--- config.mk ---
export PLATFORM = sky130hd
export DESIGN_NAME = mem_stage_flat
export DESIGN_NICKNAME = d
export VERILOG_FILES = /design/src/rtl/mem_stage_if.sv /design/src/rtl/mem_stage.sv /design/src/flat_wrapper.sv
export SDC_FILE = /design/constraint.sdc
export NUM_CORES = 1
export LEC_CHECK = 0
export BUFFER_PORTS_ARGS = -buffer_cell sky130_fd_sc_hd__buf_4
export CORE_UTILIZATION = 49
export DETAILED_ROUTE_END_ITERATION = 8
export PLACE_DENSITY = 0.79
export SETUP_SLACK_MARGIN = 0.1
export SLEW_MARGIN = 25
export SYNTH_ARGS = -nofsm -noshare
export SYNTH_HDL_FRONTEND = slang
export SYNTH_SLANG_ARGS = --single-unit
export TNS_END_PERCENT = 100
--- constraint.sdc ---
create_clock -name clk -period 6.9 [get_ports clk]
set_input_delay 1.38 -clock clk [delete_from_list [all_inputs] [get_ports clk]]
set_output_delay 1.38 -clock clk [all_outputs]
set_load 0.005 [all_outputs]
--- src/rtl/mem_stage_if.sv ---
// Data-memory bus between the MEM stage (master) and the memory (slave).
// Request fields are held stable by the master until dm_ready completes the access.
interface mem_stage_if #(
    parameter int AW = 32
) ();
    logic          dm_req;
    logic          dm_we;
    logic [AW-1:0] dm_addr;
    logic [31:0]   dm_wdata;
    logic          dm_ready;
    logic [31:0]   dm_rdata;

    modport master (
        output dm_req, dm_we, dm_addr, dm_wdata,
        input  dm_ready, dm_rdata
    );

    modport slave (
        input  dm_req, dm_we, dm_addr, dm_wdata,
        output dm_ready, dm_rdata
    );
endinterface

--- src/rtl/mem_stage.sv ---
// Pipeline MEM stage: EX/MEM register, data-memory access FSM, MEM/WB register.
// state  | meaning
// IDLE   | no memory access outstanding
// ACCESS | stage A holds an aligned load/store; dm_req asserted until dm_ready
module mem_stage #(
    parameter int         AW        = 32,
    parameter logic [1:0] WBSRC_MEM = 2'b01
) (
    input  logic        clk,
    input  logic        rst,
    input  logic        ex_valid,
    input  logic [31:0] Result_i,
    input  logic [31:0] MEMWdata_i,
    input  logic        MEMWrite_i,
    input  logic        RegWrite_i,
    input  logic [4:0]  RegDes_i,
    input  logic [1:0]  WBSrc_i,
    input  logic [31:0] LinkAddr_i,
    mem_stage_if.master dm,
    output logic        mem_stall,
    output logic [31:0] MEMFWdata,
    output logic [4:0]  MEMFW_RegDes,
    output logic        MEMFW_valid,
    output logic        load_use,
    output logic        wb_valid,
    output logic        RegWrite_o,
    output logic [4:0]  RegDes_o,
    output logic [31:0] WBdata_o,
    output logic        misalign
);
    localparam logic [1:0] WBSRC_ALU  = 2'b00;
    localparam logic [1:0] WBSRC_LINK = 2'b10;

    typedef enum logic {IDLE, ACCESS} state_t;

    state_t      state_q, state_d;
    logic        a_valid_q, a_valid_d;
    logic [31:0] a_result_q, a_result_d;
    logic [31:0] a_wdata_q, a_wdata_d;
    logic        a_memwrite_q, a_memwrite_d;
    logic        a_regwrite_q, a_regwrite_d;
    logic [4:0]  a_regdes_q, a_regdes_d;
    logic [1:0]  a_wbsrc_q, a_wbsrc_d;
    logic [31:0] a_link_q, a_link_d;
    logic        wb_valid_q, wb_valid_d;
    logic        regwrite_q, regwrite_d;
    logic [4:0]  regdes_q, regdes_d;
    logic [31:0] wbdata_q, wbdata_d;
    logic        misalign_q, misalign_d;

    logic a_load, a_is_mem, a_misaligned, in_mem_aligned;

    assign a_load       = a_wbsrc_q == WBSRC_MEM;
    assign a_is_mem     = a_valid_q && (a_memwrite_q || a_load);
    assign a_misaligned = a_is_mem && (a_result_q[1:0] != 2'b00);
    // The instruction captured into stage A on this edge, if it needs the bus
    assign in_mem_aligned = ex_valid && (MEMWrite_i || WBSrc_i == WBSRC_MEM)
                            && (Result_i[1:0] == 2'b00);

    assign mem_stall = (state_q == ACCESS) && !dm.dm_ready;

    always_comb begin
        state_d      = state_q;
        a_valid_d    = a_valid_q;
        a_result_d   = a_result_q;
        a_wdata_d    = a_wdata_q;
        a_memwrite_d = a_memwrite_q;
        a_regwrite_d = a_regwrite_q;
        a_regdes_d   = a_regdes_q;
        a_wbsrc_d    = a_wbsrc_q;
        a_link_d     = a_link_q;
        wb_valid_d   = 1'b0;
        regwrite_d   = 1'b0;
        regdes_d     = regdes_q;
        wbdata_d     = wbdata_q;
        misalign_d   = misalign_q | a_misaligned;

        case (state_q)
            IDLE:    if (in_mem_aligned) state_d = ACCESS;
            ACCESS:  if (dm.dm_ready)    state_d = in_mem_aligned ? ACCESS : IDLE;
            default: state_d = IDLE;
        endcase

        if (!mem_stall) begin
            a_valid_d    = ex_valid;
            a_result_d   = Result_i;
            a_wdata_d    = MEMWdata_i;
            a_memwrite_d = MEMWrite_i;
            a_regwrite_d = RegWrite_i;
            a_regdes_d   = RegDes_i;
            a_wbsrc_d    = WBSrc_i;
            a_link_d     = LinkAddr_i;

            wb_valid_d = a_valid_q && !a_misaligned;
            regwrite_d = a_valid_q && a_regwrite_q && !a_misaligned;
            regdes_d   = a_regdes_q;
            if (a_load)                      wbdata_d = dm.dm_rdata;
            else if (a_wbsrc_q == WBSRC_LINK) wbdata_d = a_link_q;
            else                             wbdata_d = a_result_q;
        end
    end

    always_ff @(posedge clk or posedge rst) begin
        if (rst) begin
            state_q      <= IDLE;
            a_valid_q    <= 1'b0;
            a_result_q   <= '0;
            a_wdata_q    <= '0;
            a_memwrite_q <= 1'b0;
            a_regwrite_q <= 1'b0;
            a_regdes_q   <= '0;
            a_wbsrc_q    <= WBSRC_ALU;
            a_link_q     <= '0;
            wb_valid_q   <= 1'b0;
            regwrite_q   <= 1'b0;
            regdes_q     <= '0;
            wbdata_q     <= '0;
            misalign_q   <= 1'b0;
        end else begin
            state_q      <= state_d;
            a_valid_q    <= a_valid_d;
            a_result_q   <= a_result_d;
            a_wdata_q    <= a_wdata_d;
            a_memwrite_q <= a_memwrite_d;
            a_regwrite_q <= a_regwrite_d;
            a_regdes_q   <= a_regdes_d;
            a_wbsrc_q    <= a_wbsrc_d;
            a_link_q     <= a_link_d;
            wb_valid_q   <= wb_valid_d;
            regwrite_q   <= regwrite_d;
            regdes_q     <= regdes_d;
            wbdata_q     <= wbdata_d;
            misalign_q   <= misalign_d;
        end
    end

    // Bus fields come straight from stage A, which holds while stalled
    assign dm.dm_req   = state_q == ACCESS;
    assign dm.dm_we    = (state_q == ACCESS) && a_memwrite_q;
    assign dm.dm_addr  = a_result_q[AW-1:0];
    assign dm.dm_wdata = a_wdata_q;

    assign MEMFWdata    = (a_wbsrc_q == WBSRC_LINK) ? a_link_q : a_result_q;
    assign MEMFW_RegDes = a_regdes_q;
    assign MEMFW_valid  = a_valid_q && a_regwrite_q && (a_regdes_q != 5'd0) && !a_load;
    assign load_use     = a_valid_q && a_load && a_regwrite_q && (a_regdes_q != 5'd0);

    assign wb_valid   = wb_valid_q;
    assign RegWrite_o = regwrite_q;
    assign RegDes_o   = regdes_q;
    assign WBdata_o   = wbdata_q;
    assign misalign   = misalign_q;
endmodule

--- src/flat_wrapper.sv ---
// flat-port wrapper written by rule: the top's interface ports become plain ports
module mem_stage_flat 
#(
    parameter int         AW        = 32,
    parameter logic [1:0] WBSRC_MEM = 2'b01
)
  (clk, rst, ex_valid, Result_i, MEMWdata_i, MEMWrite_i, RegWrite_i, RegDes_i, WBSrc_i, LinkAddr_i, mem_stall, MEMFWdata, MEMFW_RegDes, MEMFW_valid, load_use, wb_valid, RegWrite_o, RegDes_o, WBdata_o, misalign, dm_dm_req, dm_dm_we, dm_dm_addr, dm_dm_wdata, dm_dm_ready, dm_dm_rdata);
  mem_stage_if #(.AW(AW)) dm_i ();
  input  logic clk;
  input  logic rst;
  input  logic ex_valid;
  input  logic [31:0] Result_i;
  input  logic [31:0] MEMWdata_i;
  input  logic MEMWrite_i;
  input  logic RegWrite_i;
  input  logic [4:0] RegDes_i;
  input  logic [1:0] WBSrc_i;
  input  logic [31:0] LinkAddr_i;
  output logic mem_stall;
  output logic [31:0] MEMFWdata;
  output logic [4:0] MEMFW_RegDes;
  output logic MEMFW_valid;
  output logic load_use;
  output logic wb_valid;
  output logic RegWrite_o;
  output logic [4:0] RegDes_o;
  output logic [31:0] WBdata_o;
  output logic misalign;
  output wire logic [$bits(dm_i.dm_req)-1:0] dm_dm_req;
  output wire logic [$bits(dm_i.dm_we)-1:0] dm_dm_we;
  output wire logic [$bits(dm_i.dm_addr)-1:0] dm_dm_addr;
  output wire logic [$bits(dm_i.dm_wdata)-1:0] dm_dm_wdata;
  input wire logic [$bits(dm_i.dm_ready)-1:0] dm_dm_ready;
  input wire logic [$bits(dm_i.dm_rdata)-1:0] dm_dm_rdata;
  assign dm_dm_req = dm_i.dm_req;
  assign dm_dm_we = dm_i.dm_we;
  assign dm_dm_addr = dm_i.dm_addr;
  assign dm_dm_wdata = dm_i.dm_wdata;
  assign dm_i.dm_ready = dm_dm_ready;
  assign dm_i.dm_rdata = dm_dm_rdata;
  mem_stage #(.AW(AW), .WBSRC_MEM(WBSRC_MEM)) u_core (.clk(clk), .rst(rst), .ex_valid(ex_valid), .Result_i(Result_i), .MEMWdata_i(MEMWdata_i), .MEMWrite_i(MEMWrite_i), .RegWrite_i(RegWrite_i), .RegDes_i(RegDes_i), .WBSrc_i(WBSrc_i), .LinkAddr_i(LinkAddr_i), .dm(dm_i), .mem_stall(mem_stall), .MEMFWdata(MEMFWdata), .MEMFW_RegDes(MEMFW_RegDes), .MEMFW_valid(MEMFW_valid), .load_use(load_use), .wb_valid(wb_valid), .RegWrite_o(RegWrite_o), .RegDes_o(RegDes_o), .WBdata_o(WBdata_o), .misalign(misalign));
endmodule
==> key figures <==
Clock network
  • Post-CTS sizing: 0
  • Clock Path Buffers: 2
  • CTS HTree Levels: 4
  • Clk sink count: 147
  • Hold_buf cts: 0
  • CTS Buf Count: 17
  • CTS root buf: clkbuf_16
  • Clock latency at the later pin of the worst-skew pair: approximately 420 ps
  • Post-CTS setup buffers: 0
  • CTS tree: done
  • Reg clk slew, reported paths: roughly 50 ps

Worst setup path
  • Slowest CP cell: inv_4
  • Most common cell type on the critical path: buf_4
  • Kind of start point of the critical path: primary input
  • CP Launch Point: dm_dm_ready
  • WP data required: about 5500 ps
  • Worst path max stage delay: between 500 and 600 ps
  • Worst path cell trace: buf_4 -> nand2b_4 -> inv_4 -> buf_4
  • Critical Path AT: 2770 ps
  • R2R Path Start: u_core.dm.dm_req
  • Setup crit end kind: output pin
  • CP Max Fanout: 56
  • Crit Path Class: primary input to output pin

Logic synthesis
  • Most common cell in the synthesized netlist: nand2_1
  • Yosys top cell by area: dfrtp_1
  • Avg Cell Area, Syn: around 9.9 sq um
  • Post-synth cell types: 30
  • Ys flop type: dfrtp_1
  • EDFF count, synth: 0
  • Synthesized area: a little over 7000 sq um
  • Cells after Synth: between 700 and 800
  • Yosys warnings: 0
  • Asr flop ratio synth: 100.0%
  • Share of the synthesized area in the top cell type: between 50% and 60%
  • Post-synth top cells: 335 x nand2_1, 147 x dfrtp_1, 60 x mux2i_1
  • Ranking of synthesized cells by area: dfrtp_1 52%, nand2_1 18%, mux2i_1 8.5%, a221oi_2 6.4%, mux2_4 6.4%
  • FF+latch count, synth: around 150
  • Seq/Total Area, Yosys: between 50% and 60%
  • Syn_nets: 850

Floorplan
  • Die area: 14870 sq um
  • Row count: 43
  • Boundary pin count: 287
  • Die Y: around 120 um
  • Core ar.: ~14000 sq um
  • Initial Util: 50.60%
  • Die W: about 120 um

Cells and area
  • Area grow syn2layout: 38.60%
  • ANT cells: 0
  • Layout cells sized above 1: approximately two fifths
  • Nets: roughly 1100
  • Final core utilization: 70.13%
  • Fillers: about 1100

Placed design
  • Detailed Place HPWL: between 10000 and 15000 um
  • Routability cong.: 0.8133
  • Buffers on Ports: approximately 290
  • Setup Slack @ Placement: around 2800 ps

Route
  • Post-route ant nets: 0
  • Number of remaining DRC errors: 0
  • DRT iter0 DRCs: roughly 430
  • Vias: 5909
  • DR pass1 iterations: 4
  • Post-DR wirelength/cell: 16.05 um
  • Vias per std cell: between 5 and 6
  • Routed wire length: 18710 um

STA
  • Unrepaired setup endpoints after global routing: false
  • Worst slew margin: between 30% and 40%
  • Final hold viol count: 0
  • Worst setup margin: 2745 ps
  • Pins Over Slew Limit: 0
  • Setup TNS: 0 ps
  • Final Cycle Share: 60.21%
  • Maximum clock frequency: about 240 MHz
  • Worst-Margin Slew: slightly above 900 ps
  • Final setup vio count: 0
  • Setup Skew: slightly above 4 ps
  • Hold WS: about 470 ps
  • Min Tclk post-route: 4155 ps

Power and ir drop
  • Psw: ~600 uW
  • Clk pwr share: a little under two fifths
  • Flop pwr share: 43.0%
  • Comb power frac: 19.6%
  • Power Density: between 200 and 250 nW/um^2
  • Pint: roughly 1800 uW
  • Leak Pwr: 0.005181 uW
  • Switch share: around a quarter
  • Total power: around 2400 uW
  • Maximum vdd drop: roughly 0.15 mV

GRT
  • Global-route wire length before repair: 29680 um
  • GRT overflow: 0
  • Vias in the first global route: a little under 6000
  • All-Layer GR Usage: around a quarter
  • Initial antenna violation count: 0
  • Pin count of the biggest net entering global routing: 94

Status
  • Status: finished clean

Flow run
  • Max_cap viols: 0

Min path
  • Hold path start: u_core.dm.dm_wdata[6]
  • HP Class: register to register
-- worst max-delay path: cells and delay by family --
family	cells	cell delay, ps
buffers and inverters	3	910
AND/OR/NAND/NOR	1	410
-- power groups by stage --
stage / sequential [uW] / clock (uW) / combinational [uW]
2_1_floorplan: 1020 / 0 / 241
3_3_place_gp: 1040 / 0 / 454
3_5_place_dp: 1040 / 0 / 462
4_1_cts: 1030 / 906 / 462
5_1_grt: 1030 / 947 / 512
6_report: 1020 / 890 / 467
-- layer usage --
layer  wire length, um  GRT usage, %  vias up
li1                  -             -     2856
met1              7813         33.27     2808
met2              8988         42.16      210
met3              1355         7.444       35
met4               554         12.04        0
met5                 0             0        -
-- cell type report --
type | instances | area [sq um] | area share [%]
well taps | 180 | 225.2 | 2.305
inverters | 3 | 18.77 | 0.1921
clock buffers | 26 | 489.2 | 5.006
flip-flops and latches | 147 | 3682 | 37.68
repair buffers | 292 | 2212 | 22.64
multi-input cells | 513 | 3069 | 31.41
clock inverters | 5 | 75.07 | 0.7682
-- per-stage QoR --
step / cell area (sq um) / cells
final: 9772 / 1166
after global routing: 9772 / 1166
after CTS: 9744 / 1165
after detailed placement: 9180 / 1134
after global placement: 9180 / 1134
after floorplan: 7051 / 709
-- registers in the layout, summed over array words and instances (netlist names) --
signal / cells
u_core.WBdata_o: 32
u_core.a_link_q: 32
u_core.dm.dm_addr: 32
u_core.dm.dm_wdata: 32
u_core.MEMFW_RegDes: 5
u_core.RegDes_o: 5
u_core.a_wbsrc_q: 2
u_core.RegWrite_o: 1
u_core.a_memwrite_q: 1
u_core.a_regwrite_q: 1
u_core.a_valid_q: 1
u_core.dm.dm_req: 1
u_core.misalign: 1
u_core.wb_valid: 1
-- cells by family after synthesis --
family	after synthesis	synth area share, %
multiplexers	92	15.23
flip-flops	147	52.17
AO/OA/AOI/OAI	40	7.329
AND/OR/NAND/NOR	380	20.60
buffers and inverters	49	4.543
XOR/XNOR	1	0.1242
-- worst paths after layout --
| check | end | slack (ps) | cells past startpoint |
|---|---|---|---|
| worst min-delay path | u_core.dm.dm_wdata[6] | 470 | 2 |
| worst max-delay path | mem_stall | 2750 | 4 |
| worst min register to register | u_core.dm.dm_wdata[6] | 470 | 2 |
| min in group asynchronous | u_core.WBdata_o[25] | 1140 | 2 |
| worst max register to register | u_core.WBdata_o[7] | 4100 | 4 |
| max in group asynchronous | u_core.a_wbsrc_q[1] | 4460 | 3 |
-- cells in the final DEF (no fill, tap or decap), drive strengths merged --
master | netlist | final
dfrtp | 147 | 147
o31ai | 2 | 2
o22a | 1 | 1
nor3 | 1 | 1
or4 | 1 | 1
nor3b | 1 | 1
inv | 3 | 3
clkbuf | 8 | 26
o21bai | 1 | 1
nor2 | 36 | 36
and2 | 2 | 2
mux2 | 32 | 32
nand2b | 3 | 3
o22ai | 2 | 2
mux2i | 60 | 60
a21o | 1 | 1
clkinv | 0 | 3
o21ai | 2 | 2
a21oi | 1 | 1
bufinv | 0 | 2
xor2 | 1 | 1
a221oi | 30 | 30
nor2b | 1 | 1
nand2 | 335 | 335
buf | 38 | 292
Power figures use the tool's default switching activity.
